## src/rtl/y86_pkg.sv

```systemverilog
// y86_pkg: Y86-64 icode/register constants, nop bundle values and decode helpers
package y86_pkg;
  localparam logic [3:0] I_HALT = 4'h0, I_NOP = 4'h1, I_CMOV = 4'h2, I_IRMOV = 4'h3;
  localparam logic [3:0] I_RMMOV = 4'h4, I_MRMOV = 4'h5, I_OPQ = 4'h6, I_JXX = 4'h7;
  localparam logic [3:0] I_CALL = 4'h8, I_RET = 4'h9, I_PUSH = 4'hA, I_POP = 4'hB;
  localparam logic [3:0] R_RSP = 4'h4, R_NONE = 4'hF;
  localparam logic       NOP_VALID = 1'b0;
  localparam logic [3:0] NOP_ICODE = I_NOP;
  function automatic logic [3:0] dec_src_a(input logic [3:0] icode, input logic [3:0] ra);
    return icode inside {I_CMOV, I_RMMOV, I_OPQ, I_PUSH} ? ra :
           icode inside {I_RET, I_POP} ? R_RSP : R_NONE;
  endfunction
  function automatic logic [3:0] dec_src_b(input logic [3:0] icode, input logic [3:0] rb);
    return icode inside {I_RMMOV, I_MRMOV, I_OPQ} ? rb :
           icode inside {I_CALL, I_RET, I_PUSH, I_POP} ? R_RSP : R_NONE;
  endfunction
  function automatic logic [3:0] dec_dst_e(input logic [3:0] icode, input logic [3:0] rb);
    return icode inside {I_CMOV, I_IRMOV, I_OPQ} ? rb :
           icode inside {I_CALL, I_RET, I_PUSH, I_POP} ? R_RSP : R_NONE;
  endfunction
  function automatic logic [3:0] dec_dst_m(input logic [3:0] icode, input logic [3:0] ra);
    return icode inside {I_MRMOV, I_POP} ? ra : R_NONE;
  endfunction
endpackage

```

## src/rtl/y86_regfile.sv

```systemverilog
// y86_regfile: NREG x XLEN register file, 2 async read ports (id_a/id_b -> rd_a/rd_b), 2 sync write ports (dst_e/val_e, dst_m/val_m; M wins), sync reset loads RSP_RESET into %rsp
module y86_regfile import y86_pkg::*; #(
  parameter int XLEN = 64,
  parameter int NREG = 15,
  parameter logic [XLEN-1:0] RSP_RESET = '0
) (
  input  logic            clk,
  input  logic            reset,
  input  logic [3:0]      id_a,
  input  logic [3:0]      id_b,
  output logic [XLEN-1:0] rd_a,
  output logic [XLEN-1:0] rd_b,
  input  logic [3:0]      dst_e,
  input  logic [XLEN-1:0] val_e,
  input  logic [3:0]      dst_m,
  input  logic [XLEN-1:0] val_m
);
  logic [XLEN-1:0] regs [NREG];
  logic we_e, we_m;
  assign rd_a = 32'(id_a) < NREG ? regs[id_a] : '0;
  assign rd_b = 32'(id_b) < NREG ? regs[id_b] : '0;
  assign we_e = dst_e != R_NONE && 32'(dst_e) < NREG;
  assign we_m = dst_m != R_NONE && 32'(dst_m) < NREG;
  always_ff @(posedge clk)
    if (reset)
      for (int i = 0; i < NREG; i++) regs[i] <= i == 32'(R_RSP) ? RSP_RESET : '0;
    else begin
      if (we_e) regs[dst_e] <= val_e;
      // the later assignment wins, so M overrides E on a shared destination
      if (we_m) regs[dst_m] <= val_m;
    end
endmodule

```

## src/rtl/decode_pipe.sv

```systemverilog
// decode_pipe: Y86-64 decode stage; decodes icode/rA/rB to register IDs, reads operands with M-over-E write-back forwarding, registers the result into D->E with stall/bubble; write-back ports wb_* update the internal file
module decode_pipe import y86_pkg::*; #(
  parameter int XLEN = 64,
  parameter int NREG = 15,
  parameter logic [XLEN-1:0] RSP_RESET = '0
) (
  input  logic            clk,
  input  logic            reset,
  input  logic            in_valid,
  input  logic [3:0]      icode,
  input  logic [3:0]      rA,
  input  logic [3:0]      rB,
  input  logic            stall,
  input  logic            bubble,
  input  logic [3:0]      wb_dstE,
  input  logic [3:0]      wb_dstM,
  input  logic [XLEN-1:0] wb_valE,
  input  logic [XLEN-1:0] wb_valM,
  output logic            out_valid,
  output logic [3:0]      out_icode,
  output logic [3:0]      out_srcA,
  output logic [3:0]      out_srcB,
  output logic [3:0]      out_dstE,
  output logic [3:0]      out_dstM,
  output logic [XLEN-1:0] out_valA,
  output logic [XLEN-1:0] out_valB
);
  logic [3:0] src_a, src_b, dst_e, dst_m;
  logic [XLEN-1:0] rd_a, rd_b, val_a, val_b;
  assign src_a = dec_src_a(icode, rA);
  assign src_b = dec_src_b(icode, rB);
  assign dst_e = dec_dst_e(icode, rB);
  assign dst_m = dec_dst_m(icode, rA);
  y86_regfile #(.XLEN(XLEN), .NREG(NREG), .RSP_RESET(RSP_RESET)) u_rf (
    .clk(clk), .reset(reset), .id_a(src_a), .id_b(src_b), .rd_a(rd_a), .rd_b(rd_b),
    .dst_e(wb_dstE), .val_e(wb_valE), .dst_m(wb_dstM), .val_m(wb_valM)
  );
  assign val_a = src_a == R_NONE ? '0 : src_a == wb_dstM ? wb_valM : src_a == wb_dstE ? wb_valE : rd_a;
  assign val_b = src_b == R_NONE ? '0 : src_b == wb_dstM ? wb_valM : src_b == wb_dstE ? wb_valE : rd_b;
  always_ff @(posedge clk)
    if (reset || (!stall && (bubble || !in_valid))) begin
      out_valid <= NOP_VALID;
      out_icode <= NOP_ICODE;
      out_srcA  <= R_NONE;
      out_srcB  <= R_NONE;
      out_dstE  <= R_NONE;
      out_dstM  <= R_NONE;
      out_valA  <= '0;
      out_valB  <= '0;
    end else if (!stall) begin
      out_valid <= 1'b1;
      out_icode <= icode;
      out_srcA  <= src_a;
      out_srcB  <= src_b;
      out_dstE  <= dst_e;
      out_dstM  <= dst_m;
      out_valA  <= val_a;
      out_valB  <= val_b;
    end
endmodule
```

## config.mk

```make
export PLATFORM = sky130hd
export DESIGN_NAME = decode_pipe
export DESIGN_NICKNAME = d
export VERILOG_FILES = /design/src/rtl/y86_pkg.sv /design/src/rtl/y86_regfile.sv /design/src/rtl/decode_pipe.sv
export SDC_FILE = /design/constraint.sdc
export NUM_CORES = 2
export LEC_CHECK = 0
export BUFFER_PORTS_ARGS = -buffer_cell sky130_fd_sc_hd__buf_2
export CAP_MARGIN = 10
export CORE_MARGIN = 2
export CORE_UTILIZATION = 45
export CTS_BUF_LIST = sky130_fd_sc_hd__clkbuf_8
export DETAILED_ROUTE_END_ITERATION = 8
export PLACE_DENSITY_LB_ADDON = 0.15
export SYNTH_ARGS = -nofsm -noshare
export SYNTH_HDL_FRONTEND = slang
export SYNTH_SLANG_ARGS = --single-unit
```

## constraint.sdc

```tcl
create_clock -name clk -period 10.2 [get_ports clk]
set_input_delay 0.51 -clock clk [delete_from_list [all_inputs] [get_ports clk]]
set_output_delay 0.51 -clock clk [all_outputs]
set_load 0.005 [all_outputs]
```

==> key figures <==
Status
  – Status: finished, violations left
  – Violated checks: DRC

Clocking
  – Clk_lat worst skew: 0.99 ns
  – CTS root buffer: clkbuf_8
  – Total CTS buffers: 203
  – Clock transition at path regs: 0.06 ns
  – Number of post-CTS setup repair buffers: 0
  – CTS H-tree lvls: 4
  – CTS tree: built
  – Longest Clk Path Bufs: 3
  – # clock sinks: 1173
  – Cts repair resizes: 0

Worst setup path
  – Largest stage delay, worst path: 0.91 ns
  – Worst endpoint required time: 11.10 ns
  – RR Endpoint: out_valB[59]$_SDFFE_PP0N_
  – CP Capture Type: flip-flop
  – Depth of the worst register-to-register path: 5
  – Critical path data arrival time: 5.73 ns
  – Buf+Inv Stages, Crit Path: 5
  – RR Startpoint: u_rf.regs[9][59]$_DFFE_PP_
  – CP Class: primary input to flip-flop
  – Crit. Startpoint: icode[2]
  – CP Max Fanout: 40
  – Critical path depth: 13
  – Critical Path, Cell by Cell: dlygate4sd3_1 > buf_2 > nor2b_2 > o21ai_0 > nand2_4 > buf_4 > buf_4 > nor2_4 > buf_4 > a32oi_1 > and3_1 > nand3_1 > a22oi_1
  – CP dominant cell by count: buf_4
  – Critical Path Source Type: primary input
  – CP endpoint: out_valA[35]$_SDFFE_PP0N_
  – Slowest cell on the critical path: nor2b_2
  – Worst reg2reg setup slack: 8.14 ns
  – Top Family by Delay on Critical Path: buffers and inverters

Timing
  – Fmax: 0.207 GHz
  – Final Skew: 0.0495 ns
  – RSZ-0062 raised after global routing: false
  – Final Max Slew Viols: 0
  – Final setup viols: 0
  – Worst slew pin tran: 1.35 ns
  – Hold Slack: 0.0601 ns
  – Setup TNS: 0 ns
  – Final hold vios: 0
  – Fin crit share: 0.473
  – Max_slew headroom: 0.100
  – Min Tclk post-route: 4.83 ns
  – Post-route setup slack: 5.37 ns

Synthesis
  – Synth cell count leaders: edfxtp_1, a22o_1, nand2_1
  – Syn_area_per_cell: 11.0 um^2
  – Share of the synthesized area in the top cell type: 0.482
  – Warnings from Yosys: 0
  – Leading area contributor after synthesis: edfxtp_1
  – Ys async rst share: 0
  – Seq/Total Area, Yosys: 0.529
  – Syn Inst Count: 5801
  – Synth cell types: 80
  – Flops & latches, synth: 1173
  – Top-count cell post-synth: edfxtp_1
  – Cell Area, Synth: 0.0638 mm^2
  – Most area-consuming cells after synthesis: edfxtp_1, a22o_1, a221oi_1
  – Ys flop type: edfxtp_1
  – EDFF count, synth: 1024

Detailed routing
  – WL/cell: 40.0 um
  – Vias per std cell: 7.77
  – DRC Markers: 51
  – TritonRoute pass-1 iters: 9
  – Vias: 60.3k
  – DRT Wirelength: 310000 um
  – Post-route ant nets: 0
  – Drt initial violations: 11.3k

Layout
  – Share of cells above drive strength 1: 0.138
  – Final #Nets: 5834
  – Area growth from synthesis to layout: 10.7%
  – Fin util: 0.501
  – FILL cells: 12.6k

Power and ir drop
  – Pleak: 25.5 nW
  – PwrDens: 168 mW/mm^2
  – Peak supply drop: 0.131 mV

Die
  – Die Y: 380 um
  – Initial Utilization: 0.452
  – Std-Cell Core Area: 0.141 mm^2
  – Io pins: 302
  – Die ar.: 0.145 mm^2
  – Rows: 138
  – Die Wd: 380 um

GRT
  – Vias in the first global route: 57.0k
  – Initial antenna violation count: 28
  – Pin count of the biggest net entering global routing: 144
  – All-layer global routing usage: 0.412
  – Total congestion overflow: 0
  – First-pass GRT wire length: 430000 um

Flow run
  – Max Cap Viol: 0

Place
  – Final HPWL DP: 157000 um
  – Pre-CTS setup slack: 4.82 ns
  – Count of input and output buffers: 301
  – GP Congestion: 0.902

Hold path
  – Type of the most critical hold path: primary input to flip-flop
  – Hold Crit Depth: 3
==> metrics by stage <==
step / power [mW] / instance area, um^2 / cells
CTS: 11.7 / 70600 / 7742
global route: 12.1 / 70600 / 7750
finish: 11.9 / 70600 / 7763
floorplan: 6.82 / 64000 / 5864
global placement: 7.51 / 65800 / 7289
detailed placement: 7.54 / 65900 / 7290
==> sequential cells by signal (all words and copies together) (netlist names), 4 cells and up <==
| signal | count |
|---|---|
| out_dstM | 4 |
| out_srcA | 4 |
| out_valB | 64 |
| out_dstE | 4 |
| out_valA | 64 |
| out_icode | 4 |
| out_srcB | 4 |
| u_rf.regs | 1024 |
==> layout make-up <==
| class | instances | area, um^2 | area share |
|---|---|---|---|
| Timing Repair Buffer | 518 | 3440 | 0.0488 |
| Clock buffer | 234 | 3220 | 0.0456 |
| Clock inverter | 143 | 728 | 0.0103 |
| Antenna cell | 20 | 50.0 | 0.000709 |
| Sequential cell | 1173 | 33700 | 0.478 |
| Tap cell | 1890 | 2360 | 0.0335 |
| Multi-Input combinational cell | 3777 | 27100 | 0.383 |
| Inverter | 8 | 30.0 | 0.000425 |
==> routing by layer <==
| metal | routed length [um] | global-route usage |
|---|---|---|
| met5 | 339 | 0 |
| met4 | 18900 | 0.221 |
| met3 | 50600 | 0.155 |
| met2 | 127000 | 0.580 |
| met1 | 114000 | 0.545 |
==> worst register-to-register path, stage by stage (launching register included) <==
cell and delay, ns:
edfxtp_1 0.40, a221o_1 0.34, a221oi_1 0.29, a21oi_1 0.08
a32oi_1 0.62, a31oi_1 0.16
==> placed cells by master (no fill, tap or decap), drive strengths merged, types with 61 or more instances in the layout <==
cell type    count
a22oi          167
a221oi         431
a31oi           61
mux2i          232
buf            443
o21ai          229
edfxtp        1024
a21oi          124
clkbuf         234
nor2            88
a32oi          128
nand4           91
inv             99
dfxtp          149
dlygate4sd3     75
nand2          738
a22o           976
conb            64
==> logic make-up after synthesis <==
kind of cell | Yosys count | share of synthesized area
buffers and inverters | 914 | 0.0579
other | 1 | 0.0000588
AND/OR/NAND/NOR | 1077 | 0.0730
XOR/XNOR | 9 | 0.00124
AO/OA/AOI/OAI | 2393 | 0.302
multiplexers | 234 | 0.0368
flip-flops | 1173 | 0.529
==> how the worst min path moves through the flow <==
stage                                 from                        end  slack (ns)
finish                         wb_valM[17]  out_valA[17]$_SDFFE_PP0N_        0.06
global route                   wb_valM[16]  out_valA[16]$_SDFFE_PP0N_        0.06
CTS                            wb_valM[17]  out_valA[17]$_SDFFE_PP0N_        0.02
detailed placement  out_valid$_SDFFE_PP0N_     out_valid$_SDFFE_PP0N_        0.44
global placement    out_valid$_SDFFE_PP0N_     out_valid$_SDFFE_PP0N_        0.43
floorplan           out_valid$_SDFFE_PP0N_     out_valid$_SDFFE_PP0N_        0.45
==> power breakdown <==
part | leakage [nW] | switching [mW] | internal [mW] | total, mW
Combinational | 12.0 | 1.29 | 0.480 | 1.77
Sequential | 11.1 | 0.219 | 5.59 | 5.81
Clock | 2.35 | 2.10 | 2.21 | 4.30
Total | 25.5 | 3.61 | 8.28 | 11.9
==> repair_timing <==
item,in CTS,in global routing
setup endpoints to repair,0,0
hold endpoints to repair,111,0
hold buffers,75,0
Note: power is estimated with default switching activity, not from simulation.
